--- config.mk ---
export PLATFORM = sky130hd
export DESIGN_NAME = fetch_unit_flat
export DESIGN_NICKNAME = d
export VERILOG_FILES = /design/src/rtl/y86_pkg.sv /design/src/rtl/fetch_unit_if.sv /design/src/rtl/instr_len_decode.sv /design/src/rtl/fetch_unit.sv /design/src/flat_wrapper.sv
export SDC_FILE = /design/constraint.sdc
export NUM_CORES = 1
export LEC_CHECK = 0
export CAP_MARGIN = 20
export CORE_ASPECT_RATIO = 0.7
export CORE_MARGIN = 2
export CORE_UTILIZATION = 47
export CTS_BUF_LIST = sky130_fd_sc_hd__clkbuf_8 sky130_fd_sc_hd__clkbuf_16
export DETAILED_ROUTE_END_ITERATION = 10
export GPL_TIMING_DRIVEN = 0
export PLACE_DENSITY = 0.82
export SLEW_MARGIN = 20
export SYNTH_ARGS = -nofsm -noshare
export SYNTH_HDL_FRONTEND = slang
export SYNTH_HIERARCHICAL = 1
export SYNTH_SLANG_ARGS = --single-unit
--- constraint.sdc ---
create_clock -name clk -period 3.92 [get_ports clk]
set_clock_uncertainty 0.1 [all_clocks]
set_input_delay 0.588 -clock clk [delete_from_list [all_inputs] [get_ports clk]]
set_output_delay 0.588 -clock clk [all_outputs]
set_load 0.01 [all_outputs]
--- src/rtl/y86_pkg.sv ---
// Y86-64 fetch shared definitions: opcode values, fetch FSM states, "no register" code.
// Latency: n/a (constants and types only).
// Backpressure: n/a.
package y86_pkg;

    localparam logic [3:0] I_HALT   = 4'h0;
    localparam logic [3:0] I_NOP    = 4'h1;
    localparam logic [3:0] I_RRMOVQ = 4'h2;
    localparam logic [3:0] I_IRMOVQ = 4'h3;
    localparam logic [3:0] I_RMMOVQ = 4'h4;
    localparam logic [3:0] I_MRMOVQ = 4'h5;
    localparam logic [3:0] I_OPQ    = 4'h6;
    localparam logic [3:0] I_JXX    = 4'h7;
    localparam logic [3:0] I_CALL   = 4'h8;
    localparam logic [3:0] I_RET    = 4'h9;
    localparam logic [3:0] I_PUSHQ  = 4'hA;
    localparam logic [3:0] I_POPQ   = 4'hB;

    // Register specifier meaning "no register"; also what absent rA/rB read as.
    localparam logic [3:0] REG_NONE = 4'hF;

    typedef enum logic [2:0] {
        S_IDLE,
        S_BYTE0,
        S_REGS,
        S_CONST,
        S_DONE
    } fetch_state_e;

endpackage

--- src/rtl/fetch_unit_if.sv ---
// Fetch unit bundle: PC request handshake, byte-wide instruction memory port, fetch result.
// Latency: n/a (wires only).
// Backpressure: req_valid/req_ready on the request side; memory answers with mem_rvalid.
interface fetch_unit_if #(parameter int ADDR_W = 64);

    logic              req_valid;
    logic              req_ready;
    logic [ADDR_W-1:0] pc_in;

    logic              mem_req;
    logic [ADDR_W-1:0] mem_addr;
    logic [7:0]        mem_rdata;
    logic              mem_rvalid;
    logic              mem_err;

    logic              out_valid;
    logic [3:0]        icode;
    logic [3:0]        ifun;
    logic [3:0]        rA;
    logic [3:0]        rB;
    logic [63:0]       valC;
    logic [ADDR_W-1:0] valP;
    logic              instr_invalid;
    logic              imem_error;

    // The fetch unit itself.
    modport slave (
        input  req_valid, pc_in, mem_rdata, mem_rvalid, mem_err,
        output req_ready, mem_req, mem_addr,
        output out_valid, icode, ifun, rA, rB, valC, valP, instr_invalid, imem_error
    );

    // PC-update / memory / decode side that talks to the fetch unit.
    modport master (
        output req_valid, pc_in, mem_rdata, mem_rvalid, mem_err,
        input  req_ready, mem_req, mem_addr,
        input  out_valid, icode, ifun, rA, rB, valC, valP, instr_invalid, imem_error
    );

endinterface

--- src/rtl/instr_len_decode.sv ---
// Y86-64 opcode classifier: which optional fields (register byte, 8-byte constant) follow byte 0.
// Latency: purely combinational.
// Backpressure: none.
module instr_len_decode
    import y86_pkg::*;
(
    input  logic [3:0] i_icode,
    output logic       o_need_regs,
    output logic       o_need_valc,
    output logic       o_invalid
);

    // Length is 1 + need_regs + 8*need_valc; unknown opcodes are one byte long.
    always_comb begin
        o_need_regs = 1'b0;
        o_need_valc = 1'b0;
        o_invalid   = 1'b0;
        case (i_icode)
            I_HALT, I_NOP, I_RET: begin
            end
            I_RRMOVQ, I_OPQ, I_PUSHQ, I_POPQ: begin
                o_need_regs = 1'b1;
            end
            I_IRMOVQ, I_RMMOVQ, I_MRMOVQ: begin
                o_need_regs = 1'b1;
                o_need_valc = 1'b1;
            end
            I_JXX, I_CALL: begin
                o_need_valc = 1'b1;
            end
            default: begin
                o_invalid = 1'b1;
            end
        endcase
    end

endmodule

--- src/rtl/fetch_unit.sv ---
// Y86-64 byte-serial instruction fetch; optional FETCH_HALT_LOCK_EN freezes after halt/error fetches.
// Latency: N-byte instruction, zero-wait memory: out_valid N+1 cycles after accept, +1 per wait cycle.
// Backpressure: one fetch in flight; req_ready only in idle; memory stalls via mem_rvalid.
module fetch_unit
    import y86_pkg::*;
#(
    parameter int ADDR_W = 64
)
(
    input logic        clk,
    input logic        rst_n,
    fetch_unit_if.slave bus
);

    fetch_state_e      r_state;
    fetch_state_e      w_state_nxt;

    logic [ADDR_W-1:0] r_base;
    logic [ADDR_W-1:0] r_valp;
    logic [3:0]        r_k;          // bytes captured so far in this fetch
    logic [2:0]        r_cidx;       // next constant byte index
    logic [3:0]        r_icode;
    logic [3:0]        r_ifun;
    logic [3:0]        r_ra;
    logic [3:0]        r_rb;
    logic [63:0]       r_valc;
    logic [55:0]       r_cbuf;       // constant bytes 0..6 collected before the last one
    logic              r_need_valc;
    logic              r_invalid;
    logic              r_imem_error;
    logic              r_out_valid;

    logic              w_accept;
    logic              w_capture;
    logic              w_fault;
    logic              w_byte_state;
    logic              w_rsp;
    logic              w_req_ready;
    logic              w_locked;
    logic              w_dec_need_regs;
    logic              w_dec_need_valc;
    logic              w_dec_invalid;

    // Byte 0 is classified straight off the memory bus so the next state is known at capture.
    instr_len_decode u_len_dec (
        .i_icode     (bus.mem_rdata[7:4]),
        .o_need_regs (w_dec_need_regs),
        .o_need_valc (w_dec_need_valc),
        .o_invalid   (w_dec_invalid)
    );

`ifdef FETCH_HALT_LOCK_EN
    logic r_lock;

    // Latch the frozen status once a halt, invalid or faulting fetch has been reported.
    always_ff @(posedge clk or negedge rst_n) begin
        if (!rst_n) begin
            r_lock <= 1'b0;
        end else if ((r_state == S_DONE) &&
                     ((r_icode == I_HALT) || r_invalid || r_imem_error)) begin
            r_lock <= 1'b1;
        end
    end

    assign w_locked = r_lock;
`else
    assign w_locked = 1'b0;
`endif

    assign w_byte_state = (r_state == S_BYTE0) || (r_state == S_REGS) || (r_state == S_CONST);
    assign w_rsp        = w_byte_state && bus.mem_rvalid;
    // Not ready while the result pulse is out, so req_ready follows out_valid by a cycle.
    assign w_req_ready  = (r_state == S_IDLE) && !r_out_valid && !w_locked;

    assign bus.req_ready     = w_req_ready;
    assign bus.mem_req       = w_byte_state;
    assign bus.mem_addr      = w_byte_state ? (r_base + ADDR_W'(r_k)) : '0;
    assign bus.out_valid     = r_out_valid;
    assign bus.icode         = r_icode;
    assign bus.ifun          = r_ifun;
    assign bus.rA            = r_ra;
    assign bus.rB            = r_rb;
    assign bus.valC          = r_valc;
    assign bus.valP          = r_valp;
    assign bus.instr_invalid = r_invalid;
    assign bus.imem_error    = r_imem_error;

    // State register.
    always_ff @(posedge clk or negedge rst_n) begin
        if (!rst_n) begin
            r_state <= S_IDLE;
        end else begin
            r_state <= w_state_nxt;
        end
    end

    // Next state plus the accept/capture/fault strobes that steer the datapath.
    always_comb begin
        w_state_nxt = r_state;
        w_accept    = 1'b0;
        w_capture   = 1'b0;
        w_fault     = 1'b0;
        case (r_state)
            S_IDLE: begin
                if (bus.req_valid && w_req_ready) begin
                    w_accept    = 1'b1;
                    w_state_nxt = S_BYTE0;
                end
            end
            S_BYTE0: begin
                if (w_rsp) begin
                    if (bus.mem_err) begin
                        w_fault     = 1'b1;
                        w_state_nxt = S_DONE;
                    end else begin
                        w_capture = 1'b1;
                        if (w_dec_need_regs) begin
                            w_state_nxt = S_REGS;
                        end else if (w_dec_need_valc) begin
                            w_state_nxt = S_CONST;
                        end else begin
                            w_state_nxt = S_DONE;
                        end
                    end
                end
            end
            S_REGS: begin
                if (w_rsp) begin
                    if (bus.mem_err) begin
                        w_fault     = 1'b1;
                        w_state_nxt = S_DONE;
                    end else begin
                        w_capture   = 1'b1;
                        w_state_nxt = r_need_valc ? S_CONST : S_DONE;
                    end
                end
            end
            S_CONST: begin
                if (w_rsp) begin
                    if (bus.mem_err) begin
                        w_fault     = 1'b1;
                        w_state_nxt = S_DONE;
                    end else begin
                        w_capture = 1'b1;
                        if (r_cidx == 3'd7) begin
                            w_state_nxt = S_DONE;
                        end
                    end
                end
            end
            S_DONE: begin
                w_state_nxt = S_IDLE;
            end
            default: begin
                w_state_nxt = S_IDLE;
            end
        endcase
    end

    // Fetch datapath: clear fields on accept, fill them byte by byte, publish valP at the end.
    always_ff @(posedge clk or negedge rst_n) begin
        if (!rst_n) begin
            r_base       <= '0;
            r_valp       <= '0;
            r_k          <= '0;
            r_cidx       <= '0;
            r_icode      <= '0;
            r_ifun       <= '0;
            r_ra         <= REG_NONE;
            r_rb         <= REG_NONE;
            r_valc       <= '0;
            r_cbuf       <= '0;
            r_need_valc  <= 1'b0;
            r_invalid    <= 1'b0;
            r_imem_error <= 1'b0;
            r_out_valid  <= 1'b0;
        end else begin
            r_out_valid <= (r_state == S_DONE);

            if (w_accept) begin
                r_base       <= bus.pc_in;
                r_k          <= '0;
                r_cidx       <= '0;
                r_icode      <= '0;
                r_ifun       <= '0;
                r_ra         <= REG_NONE;
                r_rb         <= REG_NONE;
                r_valc       <= '0;
                r_cbuf       <= '0;
                r_need_valc  <= 1'b0;
                r_invalid    <= 1'b0;
                r_imem_error <= 1'b0;
            end

            if (w_capture) begin
                r_k <= r_k + 4'd1;
                case (r_state)
                    S_BYTE0: begin
                        r_icode     <= bus.mem_rdata[7:4];
                        r_ifun      <= bus.mem_rdata[3:0];
                        r_invalid   <= w_dec_invalid;
                        r_need_valc <= w_dec_need_valc;
                    end
                    S_REGS: begin
                        r_ra <= bus.mem_rdata[7:4];
                        r_rb <= bus.mem_rdata[3:0];
                    end
                    S_CONST: begin
                        // Little-endian: bytes shift down so constant byte 0 ends in bits 7:0.
                        r_cidx <= r_cidx + 3'd1;
                        r_cbuf <= {bus.mem_rdata, r_cbuf[55:8]};
                        // valC only appears once complete; a faulted constant reads as zero.
                        if (r_cidx == 3'd7) begin
                            r_valc <= {bus.mem_rdata, r_cbuf};
                        end
                    end
                    default: begin
                    end
                endcase
            end

            if (w_fault) begin
                r_imem_error <= 1'b1;
            end

            // Bytes captured + 1: the full length on success, one past the good bytes on a fault.
            if (w_rsp && (w_state_nxt == S_DONE)) begin
                r_valp <= r_base + ADDR_W'(r_k) + ADDR_W'(1);
            end
        end
    end

endmodule

--- src/flat_wrapper.sv ---
// flat-port wrapper written by rule: the top's interface ports become plain ports
module fetch_unit_flat import y86_pkg::*;
#(
    parameter int ADDR_W = 64
)
  (clk, rst_n, bus_req_valid, bus_pc_in, bus_mem_rdata, bus_mem_rvalid, bus_mem_err, bus_req_ready, bus_mem_req, bus_mem_addr, bus_out_valid, bus_icode, bus_ifun, bus_rA, bus_rB, bus_valC, bus_valP, bus_instr_invalid, bus_imem_error);
  fetch_unit_if #(.ADDR_W(ADDR_W)) bus_i ();
  input logic clk;
  input logic rst_n;
  input wire logic [$bits(bus_i.req_valid)-1:0] bus_req_valid;
  input wire logic [$bits(bus_i.pc_in)-1:0] bus_pc_in;
  input wire logic [$bits(bus_i.mem_rdata)-1:0] bus_mem_rdata;
  input wire logic [$bits(bus_i.mem_rvalid)-1:0] bus_mem_rvalid;
  input wire logic [$bits(bus_i.mem_err)-1:0] bus_mem_err;
  output wire logic [$bits(bus_i.req_ready)-1:0] bus_req_ready;
  output wire logic [$bits(bus_i.mem_req)-1:0] bus_mem_req;
  output wire logic [$bits(bus_i.mem_addr)-1:0] bus_mem_addr;
  output wire logic [$bits(bus_i.out_valid)-1:0] bus_out_valid;
  output wire logic [$bits(bus_i.icode)-1:0] bus_icode;
  output wire logic [$bits(bus_i.ifun)-1:0] bus_ifun;
  output wire logic [$bits(bus_i.rA)-1:0] bus_rA;
  output wire logic [$bits(bus_i.rB)-1:0] bus_rB;
  output wire logic [$bits(bus_i.valC)-1:0] bus_valC;
  output wire logic [$bits(bus_i.valP)-1:0] bus_valP;
  output wire logic [$bits(bus_i.instr_invalid)-1:0] bus_instr_invalid;
  output wire logic [$bits(bus_i.imem_error)-1:0] bus_imem_error;
  assign bus_i.req_valid = bus_req_valid;
  assign bus_i.pc_in = bus_pc_in;
  assign bus_i.mem_rdata = bus_mem_rdata;
  assign bus_i.mem_rvalid = bus_mem_rvalid;
  assign bus_i.mem_err = bus_mem_err;
  assign bus_req_ready = bus_i.req_ready;
  assign bus_mem_req = bus_i.mem_req;
  assign bus_mem_addr = bus_i.mem_addr;
  assign bus_out_valid = bus_i.out_valid;
  assign bus_icode = bus_i.icode;
  assign bus_ifun = bus_i.ifun;
  assign bus_rA = bus_i.rA;
  assign bus_rB = bus_i.rB;
  assign bus_valC = bus_i.valC;
  assign bus_valP = bus_i.valP;
  assign bus_instr_invalid = bus_i.instr_invalid;
  assign bus_imem_error = bus_i.imem_error;
  fetch_unit #(.ADDR_W(ADDR_W)) u_core (.clk(clk), .rst_n(rst_n), .bus(bus_i));
endmodule
# Word-level counts from Yosys, hierarchy flattened
# Index checks and enable logic that the tools add are counted.
# totals
reg_bits	278
out_inout_bits	213
elab_cells	107
inputBits	77
# classes
eq_ne	17
muxes	56
reduce_logical	15
addsub	4
# ops
op	count
two-way mux 64 bit	5
two-way mux 56 bit	3
adder 64 x 1 -> 64 bit (second input constant)	1
adder 64 x 4 -> 64 bit	1
two-way mux 4 bit	14
two-way mux 3 bit	14
two-way mux 1 bit	19
equality test 4 x 3 -> 1 bit (second input constant)	4
equality test 4 bit (second input constant)	4
case mux 3 bit (4 select lines)	1
OR reduction 12 bit	1
equality test 3 bit (second input constant)	3
equality test 4 x 2 -> 1 bit (second input constant)	2
OR reduction 7 bit	1
equality test 3 x 2 -> 1 bit (second input constant)	2
OR reduction 5 bit	1
adder 4 x 1 -> 4 bit (second input constant)	1
equality test 4 x 1 -> 1 bit (second input constant)	1
logical AND 1 bit	4
zero test 4 bit	1
nonzero test 2 bit	2
adder 3 x 1 -> 3 bit (second input constant)	1
equality test 3 x 1 -> 1 bit (second input constant)	1
zero test 3 bit	1
3 further kinds	4

# Logic depth before layout (Yosys ltp)
# Gate-level depths: netlist of the first run.
# logic_depth
word_depth	10
ltp_mapped	13

# Hierarchy
# Netlist of the first run, hierarchy kept.
# modules_own_cells
mod	n_inst	area_per_inst_um2	cells_per_inst
fetch_unit	1	14522.7	1734
instr_len_decode	1	52.6	7

# Worst setup path after synthesis of the first run
# No wires, ideal clock.
# synth_timing
path_type	reg-to-reg
startpoint	reg u_core.r_k[0]
endpoint	reg u_core.r_valp[58], in the netlist u_core/bus.valP[58]
slack_ns	-0.017
required_ns	3.694
stages_incl_launch_ff	14
arrival_ns	3.711
setup_time_ns	0.126
cell_sequence	dfrtp_1 > ha_1 > fa_1 > nand3_2 > a211o_1 > buf_2 > or4_4 > o221a_4 > nor3_4 > nand3b_4 > or4_1 > buf_2 > o311a_1 > a221o_1
# synth_between
elab_chain_cells	2
# synth_lines
item	line	source
start: declaration	fetch_unit.sv:20	logic [3:0] r_k;
start signal: assignment	fetch_unit.sv:196	r_k <= r_k + 4'd1;
adder 64 x 4 -> 64 bit	fetch_unit.sv:228	r_valp <= r_base + ADDR_W'(r_k) + ADDR_W'(1);
adder 64 x 1 -> 64 bit	fetch_unit.sv:228	
end signal: assignment	fetch_unit.sv:228	
end: declaration	fetch_unit.sv:19	logic [ADDR_W-1:0] r_valp;
# Every way passes these cells.
# A chain may end at the register's enable or synchronous reset.

# Final worst setup path of the first run
# layout_timing
startpoint	reg u_core.r_base[3]
endpoint	reg u_core.r_valp[58], in the netlist u_core/bus.valP[58]
# layout_between
elab_chain_cells	2
# layout_lines
item	line	source
start: declaration	fetch_unit.sv:18	logic [ADDR_W-1:0] r_base;
start signal: assignment	fetch_unit.sv:181	r_base <= bus.pc_in;
adder 64 x 4 -> 64 bit	fetch_unit.sv:228	
adder 64 x 1 -> 64 bit	fetch_unit.sv:228	
# Every way passes these cells.

==> results of run 1 <==
## sequential cells by signal, indices dropped and copies added (netlist names)
signal and count:
u_core/bus.valC 64, u_core/r_base 64, u_core/r_state 3, u_core/r_cidx 3, u_core/bus.out_valid 1, u_core/bus.valP 64, u_core/bus.rB 4, u_core/bus.ifun 4
u_core/bus.instr_invalid 1, u_core/bus.imem_error 1, u_core/r_cbuf 56, u_core/r_need_valc 1, u_core/bus.rA 4, u_core/bus.icode 4, u_core/r_k 4
## cells in the mapped netlist, drive strengths merged, types with 13 or more instances
library cell	instances
nand2	568
dfrtp	270
o21ai	210
nor2	103
clkbuf	85
xnor2	53
nor4	51
nand4	48
xor2	43
nand3	36
nor3	30
buf	25
a21oi	22
and2	22
or4	16
and3	15
inv	15
or3	13
## repair_timing
item,in CTS,in global routing
endpoints found under the setup margin,108,103
endpoints found under the hold margin,77,0
resized for setup,165,133
pin swaps,36,35
hold buffers,1,0
buffers inserted,53,34
## layout make-up
type	instances	area share (%)
multi-input combinational	1336	39.4
sequential	278	33.5
timing repair buffer	379	17.5
clock buffer	35	3.83
tap	412	2.47
buffer	106	2.44
clock inverter	15	0.463
inverter	16	0.288
antenna	2	0.0240
## worst max-delay path by stage
stage,start,endpoint,depth (start not counted)
3_3_place_gp,rst_n,u_core/bus.valP[63]$_DFFE_PN0P_,1
2_1_floorplan,u_core/r_k[0]$_DFFE_PN0P_,u_core/bus.valP[58]$_DFFE_PN0P_,13
4_1_cts,u_core/r_base[3]$_DFFE_PN0P_,bus_mem_addr[48],9
3_5_place_dp,u_core/r_k[0]$_DFFE_PN0P_,u_core/bus.valP[63]$_DFFE_PN0P_,11
6_report,u_core/r_base[3]$_DFFE_PN0P_,u_core/bus.valP[58]$_DFFE_PN0P_,12
5_1_grt,u_core/r_base[25]$_DFFE_PN0P_,bus_mem_addr[51],10
## metrics by stage
stage                     util (%)  setup WS (ps)  cells  cell area (um2)
after floorplan                  -           9.08   1741            14600
after global placement        59.5          -9460   2442            18000
after detailed placement      59.7           -547   2444            18100
after CTS                     66.3           -106   2545            20000
after global routing          68.9           -194   2578            20800
final                         68.9           -113   2579            20800
## per-layer routing
metal / up-vias / global-route usage, %
met4: 10 / 9.31
li1: 6714 / -
met3: 137 / 9.30
met2: 973 / 43.9
met5: - / 0
met1: 7282 / 48.7
## kinds of logic (layout without fill, tap and decap cells)
group	count (synthesis)	in the layout	synth area share, %
AND/OR/NAND/NOR	934	934	30.0
AO/OA/AOI/OAI	292	292	11.5
flip-flops	278	278	47.8
buffers and inverters	127	551	3.69
XOR/XNOR	96	96	5.77
adder cells (fa/ha/maj)	9	9	0.824
multiplexers	5	5	0.352
other	0	2	0
## where the power goes
| part | internal (uW) | switching (uW) |
|---|---|---|
| Clock | 1440 | 1170 |
| Combinational | 2720 | 3970 |
| Sequential | 3590 | 802 |
## critical path, delay by kind of cell, from the launching register on
kind,cells,cell delay [ps]
flops,1,440
fa+ha+maj,1,330
simple gates,4,1310
compound gates,5,1420
buf+inv,2,290
==> impl_metrics.ini, run 1 <==
[setup_path]
crit_slowest_cell = or4_4
r2r-end = u_core/bus.valP[58]$_DFFE_PN0P_
end_kind = flip-flop
cpPeakStageDelay_ps = 510
path_class = reg2reg
crit_arrival_ps = 4370
r2r_cells = 12
r2r_start = u_core/r_base[3]$_DFFE_PN0P_
cp_cell_sequence = ha_4 > buf_12 > a21oi_4 > a211o_4 > or4_4 > o221a_4 > nor3_4 > nand3b_4 > or4_1 > buf_4 > o311a_1 > a221o_1
cp.required_ps = 4260
path_max_fanout = 9
r2r_slack_ps = -110
start_kind = flip-flop

[cts]
ctsHtreeMaxLevel = 1
cts.clk_slew.worst_paths_ps = 60
cts_tree = done
insertion_delay_ps = 570
clock_path_buffers = 3
clock-sinks = 278
clockRootBuffer = clkbuf_16
numCtsBuffers = 28

[place]
dp_hpwl_um = 39600
place.gp.congestion = 0.953
portBuffers = 289

[drt]
highest_layer = met5
dr.pass1.iters = 6
drtIter0Drc = 2086
drtAntennaViolNets = 0
wl_met3_um = 6980
dr_total_vias = 15116
drt_wl_total_um = 54300
drt-wirelength-per-cell_um = 21.0
drc = 0
wl_met2_um = 22100
m1WireLength_um = 23400
viasPerCell = 5.86

[sta]
worst_pin_slew_ps = 951
hold_viol_final = 0
finalMaxSlewViolations = 0
relSlewSlack_pct = 36.4
finalSetupTns_ps = -566
fmax_mhz = 248
layout_min_cycle_time_ps = 4030
min_period_over_period_pct = 103
rsz0062_at_grt = yes
setup_viol = 11
fin_ws_ps = -113
fin_hold_ws_ps = 375

[floorplan]
die-area_mm2 = 0.0325
row_count = 53
die_height_um = 151
start_util_pct = 48.2
die_width_um = 214
ios = 290
core_mm2 = 0.0302

[cells_and_area]
ff_latch_area_mm2 = 0.00698
drive_gt1_share_pct = 16.8
final_common_cell = nand2_1
fin_nets = 2231
num-fill-cells = 2315
final_cell_mix = nand2_1 (565), dfrtp_1 (256), clkdlybuf4s50_1 (255)
area_growth_syn_to_layout_pct = 42.9
multi_input_area_mm2 = 0.00821

[synthesis]
synth.area.top_cells = dfrtp_1 (46%), nand2_1 (15%), o21ai_0 (7.2%)
yosys_warnings = 6
ys.flop_type = dfrtp_1
yosysTopAreaCell = dfrtp_1
syn_inst = 1741
synth_top_area_share_pct = 46.4
synth_edf_count = 0
synth_cell_types = 80
ys_seq_area_share_pct = 47.8
async_flop_share_pct = 100
ys_seq_elements = 278
synth_fp_nets = 1827
synth_area_mm2 = 0.0146
syn_avg_cell_area_um2 = 8.37

[worst_hold_path]
min-delay-start = u_core/bus.valP[41]$_DFFE_PN0P_
hold_depth = 2
holdCritPathClass = reg2reg
holdPathEnd = u_core/bus.valP[41]$_DFFE_PN0P_

[flow_run]
cap_violations = 0

[global_routing]
overflow = 0
track_usage_pct = 32.1
grt_pass1_vias = 14031
grt_max_degree = 104
grt_pass1_wl_um = 80800
antenna_found_initial = 6

[pwr]
total_power_uw = 13700
p_leak_uw = 0.00896
p_per_area_mw_per_mm2 = 658
ir_worst_vdd_mv = 0.459

[outcome]
outcome = complete, but fails checks
violations = setup timing
No activity file was read; power rests on OpenSTA's default activity.
==> inputs of run 2 (changes only) <==
- CORE_ASPECT_RATIO: 0.7 -> 1.75
==> impl_metrics.ini, run 2 (synthesis results as in run 1) <==
[drt]
drt-wirelength-per-cell_um = 23.5
viasPerCell = 6.26
drt_wl_total_um = 60400
drtIter0Drc = 1942
drtAntennaViolNets = 0
drc = 0
dr_total_vias = 16070
dr.pass1.iters = 9

[worst_hold_path]
holdCritPathClass = reg2reg
hold_depth = 2

[sta]
layout_min_cycle_time_ps = 4470
fin_ws_ps = -547
relSlewSlack_pct = 23.3
finalMaxSlewViolations = 0
worst_pin_slew_ps = 1140
setup_viol = 49
rsz0062_at_grt = yes
finalSetupTns_ps = -8210
min_period_over_period_pct = 114
hold_viol_final = 0
fmax_mhz = 224

[pwr]
ir_worst_vdd_mv = 0.460
p_per_area_mw_per_mm2 = 653
p_leak_uw = 0.00898

[global_routing]
antenna_found_initial = 2
grt_max_degree = 103
busiest_layer = met2
grt_pass1_vias = 14716
met3_usage_pct = 4.54
grt_pass1_wl_um = 79000
track_usage_pct = 31.3
grt_use_met1_pct = 32.9
grt_use_met2_pct = 55.8
overflow = 0

[floorplan]
die-area_mm2 = 0.0325
core_mm2 = 0.0306
die_width_um = 137
die_height_um = 237
ios = 290
row_count = 85
start_util_pct = 47.6

[cells_and_area]
multi_input_area_mm2 = 0.00812
final_cell_mix = nand2_1 (565), clkdlybuf4s50_1 (260), dfrtp_1 (258)
fin_cells = 2568
ff_latch_area_mm2 = 0.00698
num-fill-cells = 2149
drive_gt1_share_pct = 16.6
final_common_cell = nand2_1
fin_nets = 2245
area_growth_syn_to_layout_pct = 42.9

[flow_run]
cap_violations = 0

[setup_path]
cpPeakStageDelay_ps = 670
end_kind = flip-flop
start_kind = flip-flop
path_max_fanout = 7
cp_common_cell = or4_4
crit_arrival_ps = 4840
crit_slowest_cell = or4_4
path_class = reg2reg
cp_cell_sequence = nand4_2 > or4_4 > nor4_4 > xnor2_4 > nor4_2 > nand4_1 > buf_4 > or4_4 > or4b_1 > nand3_1
cp.required_ps = 4290
r2r_cells = 10

[place]
portBuffers = 289
place.gp.congestion = 1.05
dp_hpwl_um = 36800
dp_slack_ps = -709
placed_cells = 2423

[cts]
ctsHtreeMaxLevel = 1
clockRootBuffer = clkbuf_16
cts.clk_slew.worst_paths_ps = 70
insertion_delay_ps = 560
clock_path_buffers = 3
clock-sinks = 278
numCtsBuffers = 26
cts_tree = done

[outcome]
outcome = complete, but fails checks
violations = setup timing
## run 2: changes by cell type in the layout (fill, tap and decap cells not counted), sizes merged
cell,previous run,this run
clkinv,9,3
dlymetal6s2s,16,10
clkbuf,120,127
bufinv,0,2
clkdlybuf4s50,255,260
clkinvlp,2,0
clkdlybuf4s15,0,2
buf,120,125
diode,2,3
dlygate4sd2,7,9
## run 2: worst max-delay path, delay by kind of cell, from the launching register on
family                 cells  cell delay, ps
flip-flops                 1             470
AND/OR/NAND/NOR            8            3310
buffers and inverters      1             200
XOR/XNOR                   1             270
## run 2: area by class of cell
| cell class | count | area share (%) |
|---|---|---|
| Inverter | 16 | 0.288 |
| Tap cell | 391 | 2.35 |
| Timing Repair Buffer | 396 | 18.3 |
| Buffer | 105 | 2.37 |
| Sequential cell | 278 | 33.5 |
| Antenna cell | 3 | 0.0360 |
| Clock buffer | 34 | 3.71 |
| Multi-Input combinational cell | 1336 | 39.0 |
| Clock inverter | 9 | 0.427 |
## run 2: routing by layer
metal  vias to the layer above  part of all wire, %
met5                         -                    0
met4                         0                  9.3
met3                       482                   11
met2                      1367                   49
met1                      7470                   30
li1                       6751                    -
## run 2: timing repair
action	4_1_cts	5_1_grt
endpoints found under the hold margin	80	0
gates cloned	0	1
hold buffers	1	0
gates resized for setup	131	137
setup endpoints to repair	104	95
buffers inserted	49	54
pin swaps	39	70
## run 2: power by group
part | total, uW | switching [uW] | internal (uW)
Sequential | 4390 | 801 | 3590
Clock | 2620 | 1120 | 1500
Combinational | 6580 | 3910 | 2670
Total | 13600 | 5840 | 7760
## run 2: worst paths after layout
kind | from | endpoint | slack [ps]
max in group asynchronous | rst_n | u_core/bus.rA[3]$_DFF_PN1_ | 2220
worst max register to register | u_core/r_base[33]$_DFFE_PN0P_ | u_core/bus.valP[63]$_DFFE_PN0P_ | -550
worst max-delay path | u_core/r_base[33]$_DFFE_PN0P_ | u_core/bus.valP[63]$_DFFE_PN0P_ | -550
worst min-delay path | u_core/bus.valP[59]$_DFFE_PN0P_ | u_core/bus.valP[59]$_DFFE_PN0P_ | 380
min in group asynchronous | rst_n | u_core/bus.valC[19]$_DFF_PN0_ | 520
worst min register to register | u_core/bus.valP[59]$_DFFE_PN0P_ | u_core/bus.valP[59]$_DFFE_PN0P_ | 380
## run 2: through the flow
stage	hold slack, ps	instance area [um2]	power (uW)	utilization [%]
after floorplan	192	14600	7140	-
after global placement	362	18000	9540	58.7
after detailed placement	366	18000	9710	58.8
after CTS	380	19800	12700	64.7
after global routing	404	20800	14200	68.0
final	376	20800	13600	68.0
